===== src/rtl/hazard_fwd_unit.sv =====
// hazard_fwd_unit: tracks destination tags of the EX/MEM/WB stages for a
// 5-stage pipeline, chooses operand forwarding sources, generates load-use
// (or plain RAW) stalls, drives the WB register-file write port and
// sequences a halt so that every older write retires before hlt_out rises.
//
// Build option: define HAZARD_FWD_EN to enable EX/MEM forwarding. When it is
// left undefined, fwd*_sel stay at 00 and decode stalls until the producer
// has reached WB.
//
// Halt FSM
//   state     | meaning
//   ----------+-----------------------------------------------------------
//   ST_RUN    | normal issue from decode
//   ST_DRAIN  | halt accepted; decode frozen, in-flight slots retiring
//   ST_HALTED | halt tag has left WB; hlt_out high until reset
module hazard_fwd_unit (
  input  logic        clk,
  input  logic        rst,
  input  logic        id_valid,
  input  logic [3:0]  id_p0_addr,
  input  logic [3:0]  id_p1_addr,
  input  logic        id_re0,
  input  logic        id_re1,
  input  logic [3:0]  id_dst_addr,
  input  logic        id_we,
  input  logic        id_is_load,
  input  logic        id_hlt,
  input  logic [15:0] mem_result,
  output logic        stall,
  output logic [1:0]  fwd0_sel,
  output logic [1:0]  fwd1_sel,
  output logic [3:0]  rf_dst_addr,
  output logic [15:0] rf_dst,
  output logic        rf_we,
  output logic        hlt_out
);

  localparam logic [1:0] ST_RUN    = 2'd0;
  localparam logic [1:0] ST_DRAIN  = 2'd1;
  localparam logic [1:0] ST_HALTED = 2'd2;

  localparam logic [1:0] SEL_RF  = 2'b00;
  localparam logic [1:0] SEL_EX  = 2'b01;
  localparam logic [1:0] SEL_MEM = 2'b10;

  typedef struct packed {
    logic       valid;
    logic       we;
    logic [3:0] dst_addr;
    logic       is_load;
    logic       hlt;
  } tag_t;

  tag_t        ex_q, ex_d;
  tag_t        mem_q, mem_d;
  tag_t        wb_q, wb_d;
  logic [15:0] wb_data_q, wb_data_d;
  logic [1:0]  fsm_q, fsm_d;

  logic        p0_ex, p1_ex, p0_mem, p1_mem;
  logic        hazard;
  logic        stall_int;
  logic        accept;
  logic [1:0]  sel0, sel1;

  // R0 is hardwired, so a write to it never produces a dependency.
  function automatic logic slot_match(input logic re, input logic [3:0] addr,
                                      input tag_t s);
    return re & s.valid & s.we & (s.dst_addr == addr) & (addr != 4'd0);
  endfunction

  // Operand dependency detection, stall and forwarding selection.
  always_comb begin
    p0_ex  = slot_match(id_re0, id_p0_addr, ex_q);
    p1_ex  = slot_match(id_re1, id_p1_addr, ex_q);
    p0_mem = slot_match(id_re0, id_p0_addr, mem_q);
    p1_mem = slot_match(id_re1, id_p1_addr, mem_q);
    hazard = 1'b0;
    sel0   = SEL_RF;
    sel1   = SEL_RF;
`ifdef HAZARD_FWD_EN
    // Only a load in EX cannot be bypassed: its data arrives one stage later.
    hazard = (p0_ex | p1_ex) & ex_q.is_load;
    if (p0_ex && !ex_q.is_load) sel0 = SEL_EX;
    else if (p0_mem)            sel0 = SEL_MEM;
    if (p1_ex && !ex_q.is_load) sel1 = SEL_EX;
    else if (p1_mem)            sel1 = SEL_MEM;
`else
    hazard = p0_ex | p1_ex | p0_mem | p1_mem;
`endif
    stall_int = (fsm_q != ST_RUN) | (id_valid & hazard);
    accept    = id_valid & ~stall_int;
  end

  // Next-state for the tag pipeline and the halt sequencer.
  always_comb begin
    ex_d      = '0;
    if (accept) begin
      ex_d.valid    = 1'b1;
      ex_d.we       = id_we;
      ex_d.dst_addr = id_dst_addr;
      ex_d.is_load  = id_is_load;
      ex_d.hlt      = id_hlt;
    end
    mem_d     = ex_q;
    wb_d      = mem_q;
    wb_data_d = mem_result;
    fsm_d     = fsm_q;
    case (fsm_q)
      ST_RUN:    if (accept && id_hlt)         fsm_d = ST_DRAIN;
      ST_DRAIN:  if (wb_q.valid && wb_q.hlt)   fsm_d = ST_HALTED;
      ST_HALTED: fsm_d = ST_HALTED;
      default:   fsm_d = ST_RUN;
    endcase
  end

  // Pipeline tag registers and FSM state.
  always_ff @(posedge clk) begin
    if (rst) begin
      ex_q      <= '0;
      mem_q     <= '0;
      wb_q      <= '0;
      wb_data_q <= '0;
      fsm_q     <= ST_RUN;
    end else begin
      ex_q      <= ex_d;
      mem_q     <= mem_d;
      wb_q      <= wb_d;
      wb_data_q <= wb_data_d;
      fsm_q     <= fsm_d;
    end
  end

  // Outputs are forced quiet while rst is high so an in-flight write or a
  // held halt cannot leak through during the reset cycle itself.
  always_comb begin
    stall       = ~rst & stall_int;
    fwd0_sel    = rst ? SEL_RF : sel0;
    fwd1_sel    = rst ? SEL_RF : sel1;
    rf_we       = ~rst & wb_q.valid & wb_q.we & (wb_q.dst_addr != 4'd0);
    rf_dst_addr = wb_q.dst_addr;
    rf_dst      = wb_data_q;
    hlt_out     = ~rst & (fsm_q == ST_HALTED);
  end

endmodule


===== config.mk =====
export PLATFORM = sky130hd
export DESIGN_NAME = hazard_fwd_unit
export DESIGN_NICKNAME = d
export VERILOG_FILES = /design/src/rtl/hazard_fwd_unit.sv
export SDC_FILE = /design/constraint.sdc
export NUM_CORES = 1
export LEC_CHECK = 0
export BUFFER_PORTS_ARGS = -buffer_cell sky130_fd_sc_hd__buf_4
export CORE_ASPECT_RATIO = 0.9
export CORE_MARGIN = 2
export CORE_UTILIZATION = 46
export CTS_CLUSTER_SIZE = 28
export DETAILED_ROUTE_END_ITERATION = 10
export GPL_TIMING_DRIVEN = 0
export HOLD_SLACK_MARGIN = 0.03
export PLACE_DENSITY = 0.77
export SYNTH_ARGS = -nofsm -noshare
export SYNTH_HDL_FRONTEND = slang
export SYNTH_SLANG_ARGS = --single-unit
export TNS_END_PERCENT = 100

===== constraint.sdc =====
create_clock -name clk -period 1.62 [get_ports clk]
set_input_delay 0.162 -clock clk [delete_from_list [all_inputs] [get_ports clk]]
set_output_delay 0.162 -clock clk [all_outputs]
set_load 0.05 [all_outputs]

# Word level (Yosys, flattened, before mapping)
# Cells that the tools add are included.
dict set report totals {
  register_bits 39
  output_inout_bits 27
  word_cells 65
}
dict set report op_classes {
  eq_ne 8
  muxes 4
  n_bitwise 30
  n_reduce_logical 9
}
# operator n
set op_table {}
lappend op_table {{bitwise AND 1 bit} 23}
lappend op_table {{equality test 4 bit} 4}
lappend op_table {{nonzero test 4 bit} 3}
lappend op_table {{two-way mux 8 bit} 1}
lappend op_table {{case mux 2 bit (3 select lines)} 1}
lappend op_table {{two-way mux 2 bit} 2}
lappend op_table {{!= test 2 bit (second input constant)} 2}
lappend op_table {{OR 1 bit} 4}
lappend op_table {{inverter 1 bit} 3}
lappend op_table {{equality test 2 x 1 -> 1 bit (second input constant)} 1}
lappend op_table {{equality test 2 bit (second input constant)} 1}
lappend op_table {{logical AND 1 bit} 2}
lappend op_table {{zero test 2 bit} 1}
lappend op_table {{AND reduction 2 bit} 1}
lappend op_table {{nonzero test 2 bit} 1}
lappend op_table {{OR reduction 2 bit} 1}

# Depth between registers and ports, before layout
# Gate-level depths: netlist of the first run.
dict set report logic_depth {
  ltp_word 14
  depth_mapped 6
  depth_no_buf 6
}

# Worst setup path before layout of the first run
# Ideal clock, no wire load.
dict set report synth_path {
  path_kind {reg2out}
  from {register mem_q[5] (netlist bit)}
  to {output stall}
  arrival_time_ps 1883
  t_required_ps 1458
  slack_ps -425
  stages_incl_launch_ff 7
  n_path_buf 0
  path_cell_list {dfxtp_1 > xnor2_1 > nand3_1 > o32a_1 > o22ai_2 > a21oi_1 > nor2_1}
}
dict set report synth_between {
  elab_chain_len 8
  word_cells_on_any_way 11
  cone_classes {eq/ne (2); bitwise (9)}
}
# element line
set synth_lines {}
lappend synth_lines {{start: declaration} 55} ;# tag_t mem_q, mem_d;
lappend synth_lines {{start signal: assignment} 127} ;# mem_q <= mem_d;
lappend synth_lines {{equality test 4 bit} 69} ;# return re & s.valid & s.we & (s.dst_addr == addr) & (addr != 4'd0);
lappend synth_lines {{bitwise AND 1 bit (2 in a row)} 69}
lappend synth_lines {{OR 1 bit} 89} ;# hazard = p0_ex | p1_ex | p0_mem | p1_mem;
lappend synth_lines {{OR 1 bit *} 89}
lappend synth_lines {{bitwise AND 1 bit *} 91} ;# stall_int = (fsm_q != ST_RUN) | (id_valid & hazard);
lappend synth_lines {{OR 1 bit *} 91}
lappend synth_lines {{bitwise AND 1 bit *} 137} ;# stall = ~rst & stall_int;
lappend synth_lines {{end: declaration} 29} ;# output logic stall,
# Every way passes the cells marked *; elsewhere a longest branch is shown, timed or not.

# Final worst setup path of the first run
dict set report layout_path {
  from {register mem_q[4] (netlist bit)}
  to {output stall}
}
# Same word-level chain as after synthesis.

==> results.json, run 1 <==
{
  "status": "finished, violations left",
  "violations": "negative setup slack",
  "ant_nets": 0,
  "max_freq_ghz": 0.5076,
  "core_area_um2": 3090,
  "skew_ns": 0.01113,
  "min_to": "mem_q[4]",
  "dr.pass1.iters": 4,
  "wl_per_cell_um": 12.00,
  "crit_arrival_ns": 1.81,
  "dieArea_um2": 3740,
  "min_path_cells": 3,
  "hp-class": "in -> reg",
  "timing.final.ws_setup_ns": -0.3502,
  "gp_congestion": 0.8536,
  "tritoncts": "built",
  "htree_num_levels": 2,
  "yosysSeqAreaShare_pct": 51.96,
  "vias": 1247,
  "grt_pass1_vias": 1146,
  "finalHoldViolCount": 0,
  "cts_root_buffer": "clkbuf_4",
  "critPathMaxFanout": 3,
  "drc": 0,
  "routed_wirelength_um": 3299,
  "area_growth_pct": 56.45,
  "cap_violations": 0,
  "synth.ff_latch_count": 39,
  "fin_crit_ns": 1.970,
  "slew_viol_final": 0,
  "finalSetupViolations": 10,
  "worstHoldStart": "rst",
  "routed_via_density": 4.535,
  "tns_ns": -1.455,
  "powerDensity_nw_per_um2": 950.7,
  "die_h_um": 58.22,
  "worstMarginPinSlew_ns": 0.5777,
  "netlist_area_um2": 1503,
  "drive_gt1_share_pct": 37.34,
  "port_buffers": 57,
  "initial_utilization_pct": 48.62,
  "antenna_found_initial": 0,
  "r2r-start": "mem_q[2]",
  "clk_pin_slew_worst_paths_ns": 0.10,
  "required_ns": 1.46,
  "peakVddDrop_mv": 0.7237,
  "leakagePower_nw": 1.027,
  "syn_inst": 140,
  "post-dp-hpwl_um": 2205,
  "fillCellCount": 227,
  "synth.avg_cell_area_um2": 10.73,
  "power_w": 0.002235,
  "slew_headroom_pct": 60.98,
  "clk_latency_ns": 0.34,
  "crit_type": "reg -> out",
  "synth.distinct_cells": 24,
  "grt_usage_pct": 18.99,
  "fin_nets": 272,
  "min_period_over_period_pct": 121.6,
  "worstReg2RegEnd": "ex_q[2]",
  "grt_overflow": 0,
  "clock-sinks": 39,
  "die_x_um": 64.25,
  "cts_buffers": 5,
  "rrSetupSlack_ns": -0.17,
  "grt_pass1_wl_um": 5223,
  "num_rows": 19,
  "num_antenna_cells": 0,
  "drt_iter0_markers": 28,
  "yosys_warnings": 0,
  "startpoint_type": "flop",
  "ios": 63,
  "grt_max_degree": 12,
  "end_kind": "primary output",
  "reg2reg_depth": 8,
  "cts_buffer_depth": 2,
  "rsz0062_at_grt": "true"
}
-- metrics by stage --
step	worst slack (ns)	area (µm²)	cells	utilization [%]	hold slack [ns]
3_3_place_gp	-0.1917	2007	242	64.94	0.3649
2_1_floorplan	-0.08815	1526	143	-	0.2488
5_1_grt	-0.4450	2351	275	76.07	0.1178
3_5_place_dp	-0.2415	2007	242	64.94	0.3686
6_report	-0.3502	2351	275	76.07	0.1420
4_1_cts	-0.3719	2301	272	74.45	0.03168
-- flip-flops by register name, summed over array words and instances, names as in the netlist --
signal and flops:
fsm_q 2, ex_q 7, rf_dst 16, rf_dst_addr 4, wb_q 3, mem_q 7
-- what timing repair did --
| action | CTS | global route |
|---|---|---|
| endpoints found under the setup margin | 9 | 10 |
| pin swaps | 4 | 4 |
| hold buffers | 21 | 2 |
| setup buffers | 1 | 1 |
| endpoints found under the hold margin | 21 | 2 |
| gates resized for setup | 7 | 7 |
-- report_power, final --
part	internal, W	switching [W]	total [W]
Combinational	0.000322	0.000368	0.000690
Sequential	0.00104	0.0000503	0.00109
Clock	0.000169	0.000286	0.000455
Total	0.00153	0.000704	0.00224
-- metal layers --
layer  track usage, %  up-vias  wire length, µm
li1                 -      623                -
met1            21.00      570             1310
met2            33.04       50             1765
met3            7.767        4              201
met4            6.991        0               21
met5                0        -                0
-- cells in the final DEF (no fill, tap or decap), drive strengths merged --
cell type     n
nor2b        31
a21oi         1
o32a          2
o2bb2ai       1
or2b          2
nor4          1
o41ai         2
and2          6
inv           3
dfxtp        39
ha            4
o22ai         1
nor3          1
xor2          2
xnor2        14
nor2          1
nand2         4
nand3         7
dlygate4sd3  23
nand2b        2
clkinv        1
conb          4
buf          68
clkbuf       10
nor4b         1
mux2i         2
-- how the worst max path moves through the flow --
stage                     startpoint  endpoint  slack [ns]  depth (start not counted)
after global placement      mem_q[2]     stall       -0.19                          7
after global routing        mem_q[4]     stall       -0.45                          7
after detailed placement    mem_q[2]     stall       -0.24                          7
final                       mem_q[4]     stall       -0.35                          7
after floorplan             mem_q[5]     stall       -0.09                          6
after CTS                   mem_q[2]     stall       -0.37                          7
-- kinds of logic (layout without fill, tap and decap cells) --
group	after synthesis	in the layout	share of synthesized area [%]
AOI/OAI and AO/OA	7	7	4.662
other	1	4	0.2496
adders and majority gates	4	4	3.331
xor gates and xnor gates	16	16	9.326
and+or+nand+nor	56	56	23.15
buffers and inverters	15	105	5.995
DFF	39	39	51.96
muxes	2	2	1.332
-- layout make-up --
class                   instances  area, µm²  share of cell area [%]
multi-input cells              89      681.9                   29.00
clock inverters                 1      5.005                  0.2129
flip-flops and latches         39      792.0                   33.69
well taps                      42      52.55                   2.235
repair buffers                 82      684.4                   29.11
inverters                       3      11.26                  0.4790
plain buffers                  12      78.83                   3.353
clock buffers                   7      45.04                   1.916
-- critical path: stages, from the launching register on --
cell and delay [ns]:
dfxtp_4 0.37, xnor2_1 0.13, nand3_1 0.10, o32a_1 0.33
o22ai_4 0.19, a21oi_2 0.10, nor2_4 0.10, buf_8 0.15
-- cell usage after synthesis --
library cell	number	area [µm²]
mux2i_1	2	20.02
o2bb2ai_2	1	15.01
nand2b_1	2	12.51
nor3_1	1	5.000
xor2_1	2	17.52
nor4b_4	1	23.77
nor4_1	1	6.260
clkbuf_1	3	11.26
nor2b_1	31	193.9
o32a_1	2	20.02
and2_1	6	37.54
nor2_1	1	3.750
nand2_1	4	15.01
or2b_1	2	15.01
dfxtp_1	39	780.8
o41ai_1	2	17.52
a21oi_1	1	5.000
xnor2_1	14	122.6
conb_1	1	3.750
nand3_1	7	35.03
inv_1	3	11.26
o22ai_2	1	12.51
ha_1	4	50.05
buf_4	9	67.56
No activity file was read; power rests on OpenSTA's default activity.
==> inputs of run 2 (changes only) <==
==> constraint.sdc (replaced) <==
create_clock -name clk -period 2.2 [get_ports clk]
set_input_delay 0.22 -clock clk [delete_from_list [all_inputs] [get_ports clk]]
set_output_delay 0.22 -clock clk [all_outputs]
set_load 0.05 [all_outputs]
==> run 2 against run 1 <==
  * The run now ends clean
  * Register-to-register slack gained 0.76 ns
  * Sequential power shrank 26%
  * Core utilization shrank 7.7 points
  * Via count shrank 9.9%
  * Combinational power shrank 35%
  * Critical path type unchanged
==> results.json, run 2 (synthesis results as in run 1) <==
{
  "drc": 0,
  "worstReg2RegEnd": "ex_q[6]",
  "fin_cells": 252,
  "slew_viol_final": 0,
  "cap_violations": 0,
  "num_antenna_cells": 0,
  "ios": 63,
  "final_cell_mix": "buf_4 (67), dfxtp_1 (36), nor2b_1 (31)",
  "final_util_pct": 68.42,
  "skew_ns": 0.002448,
  "wl_per_cell_um": 11.54,
  "dpl_worst_slack_ns": 0.3243,
  "drt_iter0_markers": 25,
  "clk_pin_slew_worst_paths_ns": 0.11,
  "crit_type": "reg -> out",
  "ant_nets": 0,
  "vias": 1124,
  "routed_wirelength_um": 2907,
  "critPathLaunch": "mem_q[2]",
  "clk_latency_ns": 0.33,
  "worstHoldStart": "rst",
  "max_freq_ghz": 0.4793,
  "post-dp-hpwl_um": 2309,
  "holdBufCountCts": 0,
  "clock-sinks": 39,
  "initial_utilization_pct": 48.62,
  "antenna_found_initial": 0,
  "r2r-start": "mem_q[2]",
  "grt_usage_pct": 17.03,
  "slew_headroom_pct": 60.90,
  "reg2reg_depth": 7,
  "min_period_over_period_pct": 94.84,
  "power_w": 0.001656,
  "cts_buffer_depth": 2,
  "tritoncts": "built",
  "critPathMaxFanout": 3,
  "finalHoldViolCount": 0,
  "dieArea_um2": 3740,
  "timing.final.ws_setup_ns": 0.1135,
  "worstMarginPinSlew_ns": 0.5790,
  "grt_pass1_wl_um": 4698,
  "core_area_um2": 3090,
  "grt_overflow": 0,
  "required_ns": 1.98,
  "hp-class": "in -> reg",
  "min_path_cells": 2,
  "htree_num_levels": 2,
  "powerDensity_nw_per_um2": 783.4,
  "die_x_um": 64.25,
  "dr.pass1.iters": 4,
  "fillCellCount": 255,
  "cts_root_buffer": "clkbuf_4",
  "cts_buffers": 5,
  "port_buffers": 57,
  "fin_crit_ns": 2.087,
  "routed_via_density": 4.460,
  "die_h_um": 58.22,
  "gp_congestion": 0.8525,
  "place_inst": 242,
  "grt_pass1_vias": 1094,
  "num_rows": 19,
  "startpoint_type": "flop",
  "finalSetupViolations": 0,
  "end_kind": "primary output",
  "status": "complete, no violations",
  "drive_gt1_share_pct": 40.00,
  "largest_reg_flops": 16,
  "grt_max_degree": 13,
  "fin_nets": 249,
  "rrSetupSlack_ns": 0.59,
  "min_to": "ex_q[7]",
  "leakagePower_nw": 0.9350,
  "crit_arrival_ns": 1.87,
  "final_common_cell": "buf_4",
  "area_growth_pct": 40.72,
  "peakVddDrop_mv": 0.6222,
  "hold_slack_ns": 0.07417
}
run 2: changes by cell type in the layout (fill, tap and decap cells not counted), sizes merged:
cell / before / now
dlygate4sd3: 23 / 0
clkinv: 1 / 0
clkinvlp: 0 / 1
run 2: final cells by class:
class	instances	area [µm²]	area share [%]
Multi-Input combinational cell	89	665.6	31.48
Clock inverter	1	7.507	0.3550
Tap cell	42	52.55	2.485
Clock buffer	7	65.06	3.077
Timing Repair Buffer	59	446.7	21.12
Inverter	3	11.26	0.5325
Sequential cell	39	787.0	37.22
Buffer	12	78.83	3.728
run 2: worst max-delay path by stage:
stage	end	cells past startpoint	slack [ns]
4_1_cts	stall	7	0.003
3_3_place_gp	stall	8	0.35
3_5_place_dp	stall	8	0.32
5_1_grt	stall	7	-0.02
6_report	stall	7	0.11
2_1_floorplan	stall	6	0.1
run 2: worst max-delay path, stage by stage (launching register included):
cell,delay (ns)
dfxtp_4,0.38
xnor2_2,0.13
nand3_1,0.10
o32a_1,0.33
o22ai_4,0.21
a21oi_1,0.09
nor2_1,0.12
buf_6,0.18
run 2: metrics by stage:
step                setup TNS [ns]  area [µm²]
global placement                 0        1994
detailed placement               0        1994
CTS                              0        2081
floorplan                        0        1514
global route              -0.01869        2115
finish                           0        2115
run 2: what timing repair did:
item / CTS / global route
endpoints found under the setup margin: 1 / 1
setup buffers: 0 / 2
pin swaps: 0 / 2
gates resized for setup: 4 / 4
hold endpoints to repair: 0 / 0
run 2: report_power, final:
group	switching (W)	internal, W
sequential	0.0000368	0.000766
combinational	0.000244	0.000202
clock	0.000222	0.000187
total	0.000503	0.00115
run 2: per-layer routing:
layer	part of all wire [%]	vias to the layer above	track usage, %	wire length [µm]
met5	0	-	0	0
met2	50	44	28.42	1439
li1	-	575	-	-
met4	2.3	0	8.511	68
met3	7.9	7	7.961	230
met1	40	498	18.30	1169
==> inputs of run 3 (changes only) <==
--- a/config.mk
+++ b/config.mk
@@ -5,15 +5,16 @@
 export SDC_FILE = /design/constraint.sdc
 export NUM_CORES = 1
 export LEC_CHECK = 0
+export ABC_AREA = 1
 export BUFFER_PORTS_ARGS = -buffer_cell sky130_fd_sc_hd__buf_4
 export CORE_ASPECT_RATIO = 0.9
 export CORE_MARGIN = 2
-export CORE_UTILIZATION = 46
+export CORE_UTILIZATION = 48
 export CTS_CLUSTER_SIZE = 28
 export DETAILED_ROUTE_END_ITERATION = 10
 export GPL_TIMING_DRIVEN = 0
 export HOLD_SLACK_MARGIN = 0.03
-export PLACE_DENSITY = 0.77
+export PLACE_DENSITY = 0.79
 export SYNTH_ARGS = -nofsm -noshare
 export SYNTH_HDL_FRONTEND = slang
 export SYNTH_SLANG_ARGS = --single-unit
==> run 3 against run 2 <==
  * Non-clock buffer count decreased by 3
  * Critical endpoint unchanged
  * Largest power group unchanged
  * Routed wire length up 3.6%
  * Critical path depth is 4 higher
  * Hold slack better by 0.058 ns
  * Setup slack improved by 0.27 ns
==> results.json, run 3 <==
{
  "tritoncts": "built",
  "largest_reg_flops": 16,
  "powerDensity_nw_per_um2": 806.3,
  "synthArstFlopShare_pct": 0,
  "grt_pass1_wl_um": 4947,
  "post_cts_buffers": 0,
  "drt_iter0_markers": 26,
  "finalSetupViolations": 0,
  "gp_congestion": 0.8462,
  "synth_most_common_cell": "nor2_1",
  "num_rows": 20,
  "cts_buffers": 5,
  "skew_ns": 0.002365,
  "vias": 1400,
  "timing.final.ws_setup_ns": 0.3863,
  "tns_ns": 0,
  "ant_nets": 0,
  "drc": 0,
  "holdBufCountCts": 0,
  "routed_wirelength_um": 3013,
  "clock-sinks": 39,
  "synth.avg_cell_area_um2": 7.284,
  "ys_top_cells_by_area": "dfxtp_1 (48%), nor2_1 (11%), inv_1 (10%)",
  "syn_inst": 224,
  "core_area_um2": 3303,
  "peakVddDrop_mv": 0.4920,
  "dr.pass1.iters": 4,
  "r2r-start": "ex_q[2]",
  "dieArea_um2": 3882,
  "critPathCapture": "stall",
  "worstReg2RegEnd": "fsm_q[1]",
  "post-dp-hpwl_um": 2417,
  "cts_resized": 0,
  "dpl_worst_slack_ns": 0.6959,
  "worstHoldStart": "mem_result[11]",
  "yosys.area.top_type_share_pct": 47.85,
  "critPathLaunch": "ex_q[2]",
  "crit_arrival_ns": 1.59,
  "required_ns": 1.98,
  "slew_viol_final": 0,
  "num_antenna_cells": 0,
  "wl_per_cell_um": 8.994,
  "fin_nets": 330,
  "rsz0062_at_grt": "false",
  "yosys_warnings": 0,
  "synth.ff_latch_count": 39,
  "clk_pin_slew_worst_paths_ns": 0.07,
  "leakagePower_nw": 1.190,
  "yosys_most_used_dff": "dfxtp_1",
  "grt_overflow": 0,
  "rrSetupSlack_ns": 0.75,
  "cap_violations": 0,
  "synth-edff-count": 0,
  "grt_max_degree": 12,
  "grt_usage_pct": 16.97,
  "drive_gt1_share_pct": 28.87,
  "final_common_cell": "buf_4",
  "ios": 63,
  "cts_buffer_depth": 2,
  "synth.distinct_cells": 20,
  "finalHoldViolCount": 0,
  "fin_crit_ns": 1.814,
  "reg2reg_depth": 13,
  "netlist_area_um2": 1632,
  "startpoint_type": "flop",
  "min_period_over_period_pct": 82.44,
  "end_kind": "primary output",
  "port_buffers": 56,
  "ys_top_cells_by_count": "nor2_1 (47), inv_1 (44), nand2_1 (42)",
  "cts_root_buffer": "clkbuf_8",
  "hp-class": "in -> reg",
  "antenna_found_initial": 0,
  "yosysTopAreaCell": "dfxtp_1",
  "die_x_um": 65.46,
  "clk_latency_ns": 0.28,
  "grt_pass1_vias": 1220,
  "area_growth_pct": 34.82,
  "max_freq_ghz": 0.5514,
  "crit_type": "reg -> out",
  "critPathMaxFanout": 3,
  "initial_utilization_pct": 49.39,
  "routed_via_density": 4.179,
  "yosysSeqAreaShare_pct": 47.85,
  "status": "complete, no violations",
  "htree_num_levels": 2,
  "final_cell_mix": "buf_4 (64), nor2_1 (47), inv_1 (44)",
  "die_h_um": 59.31
}
-- run 3: changes by cell type in the layout (fill, tap and decap cells not counted), moves of 5 or more --
cell	before	now
and2_1	6	0
nor2b_1	31	0
xnor2_1	12	4
inv_2	0	7
clkbuf_4	5	0
nand2_1	4	42
nor2_1	1	47
inv_1	3	44
-- run 3: worst min path at each step --
| stage | cells past startpoint | to | slack, ns |
|---|---|---|---|
| after floorplan | 2 | rf_dst[0] | 0.33 |
| after global routing | 3 | rf_dst[3] | 0.12 |
| after global placement | 2 | wb_q[0] | 0.39 |
| after detailed placement | 2 | wb_q[0] | 0.40 |
| after CTS | 3 | rf_dst[11] | 0.13 |
| final | 3 | rf_dst[11] | 0.13 |
-- run 3: logic make-up after synthesis --
kind of cell	share of synthesized area [%]
AND/OR/NAND/NOR	28.76
buffers and inverters	16.33
flip-flops	47.85
AO/OA/AOI/OAI	1.610
XOR/XNOR	2.147
adder cells (fa/ha/maj)	3.068
other	0.2298
-- run 3: where the power goes --
part	internal, W	switching, W	total (W)
combinational	0.000207	0.000319	0.000527
clock	0.000222	0.000223	0.000445
sequential	0.000767	0.0000357	0.000802
total	0.00120	0.000578	0.00177
-- run 3: per-layer routing --
| layer | vias up | track usage (%) | wire, µm |
|---|---|---|---|
| met4 | 0 | 7.143 | 46 |
| met2 | 35 | 27.41 | 1438 |
| met5 | - | 0 | 0 |
| met1 | 596 | 20.82 | 1382 |
| met3 | 4 | 5.894 | 146 |
| li1 | 765 | - | - |
-- run 3: area by class of cell --
class / count / area, µm²
multi-input cells: 125 / 595.6
flip-flops and latches: 39 / 780.7
plain buffers: 12 / 75.07
well taps: 44 / 55.05
fillers: 306 / 1104
inverters: 51 / 191.4
clock buffers: 7 / 76.32
clock inverters: 1 / 5.005
repair buffers: 56 / 420.4
-- run 3: worst max-delay path: stages, from the launching register on --
cell,delay (ns)
dfxtp_1,0.37
inv_2,0.05
nand2_1,0.05
nand2_1,0.05
nor2_1,0.12
nand3_1,0.09
nand2_1,0.07
nand2_1,0.05
nand2_2,0.09
a21boi_2,0.07
nor2_1,0.09
buf_4,0.20
-- run 3: per-stage QoR --
step	std cells	hold WS (ns)	util (%)	total power (W)	instance area, µm²
3_5_place_dp	327	0.3975	64.13	0.001349	2118
2_1_floorplan	227	0.3270	-	0.001203	1643
6_report	335	0.1324	66.59	0.001774	2200
3_3_place_gp	327	0.3907	64.13	0.001336	2118
4_1_cts	335	0.1270	66.59	0.001794	2200
5_1_grt	335	0.1233	66.59	0.001890	2200
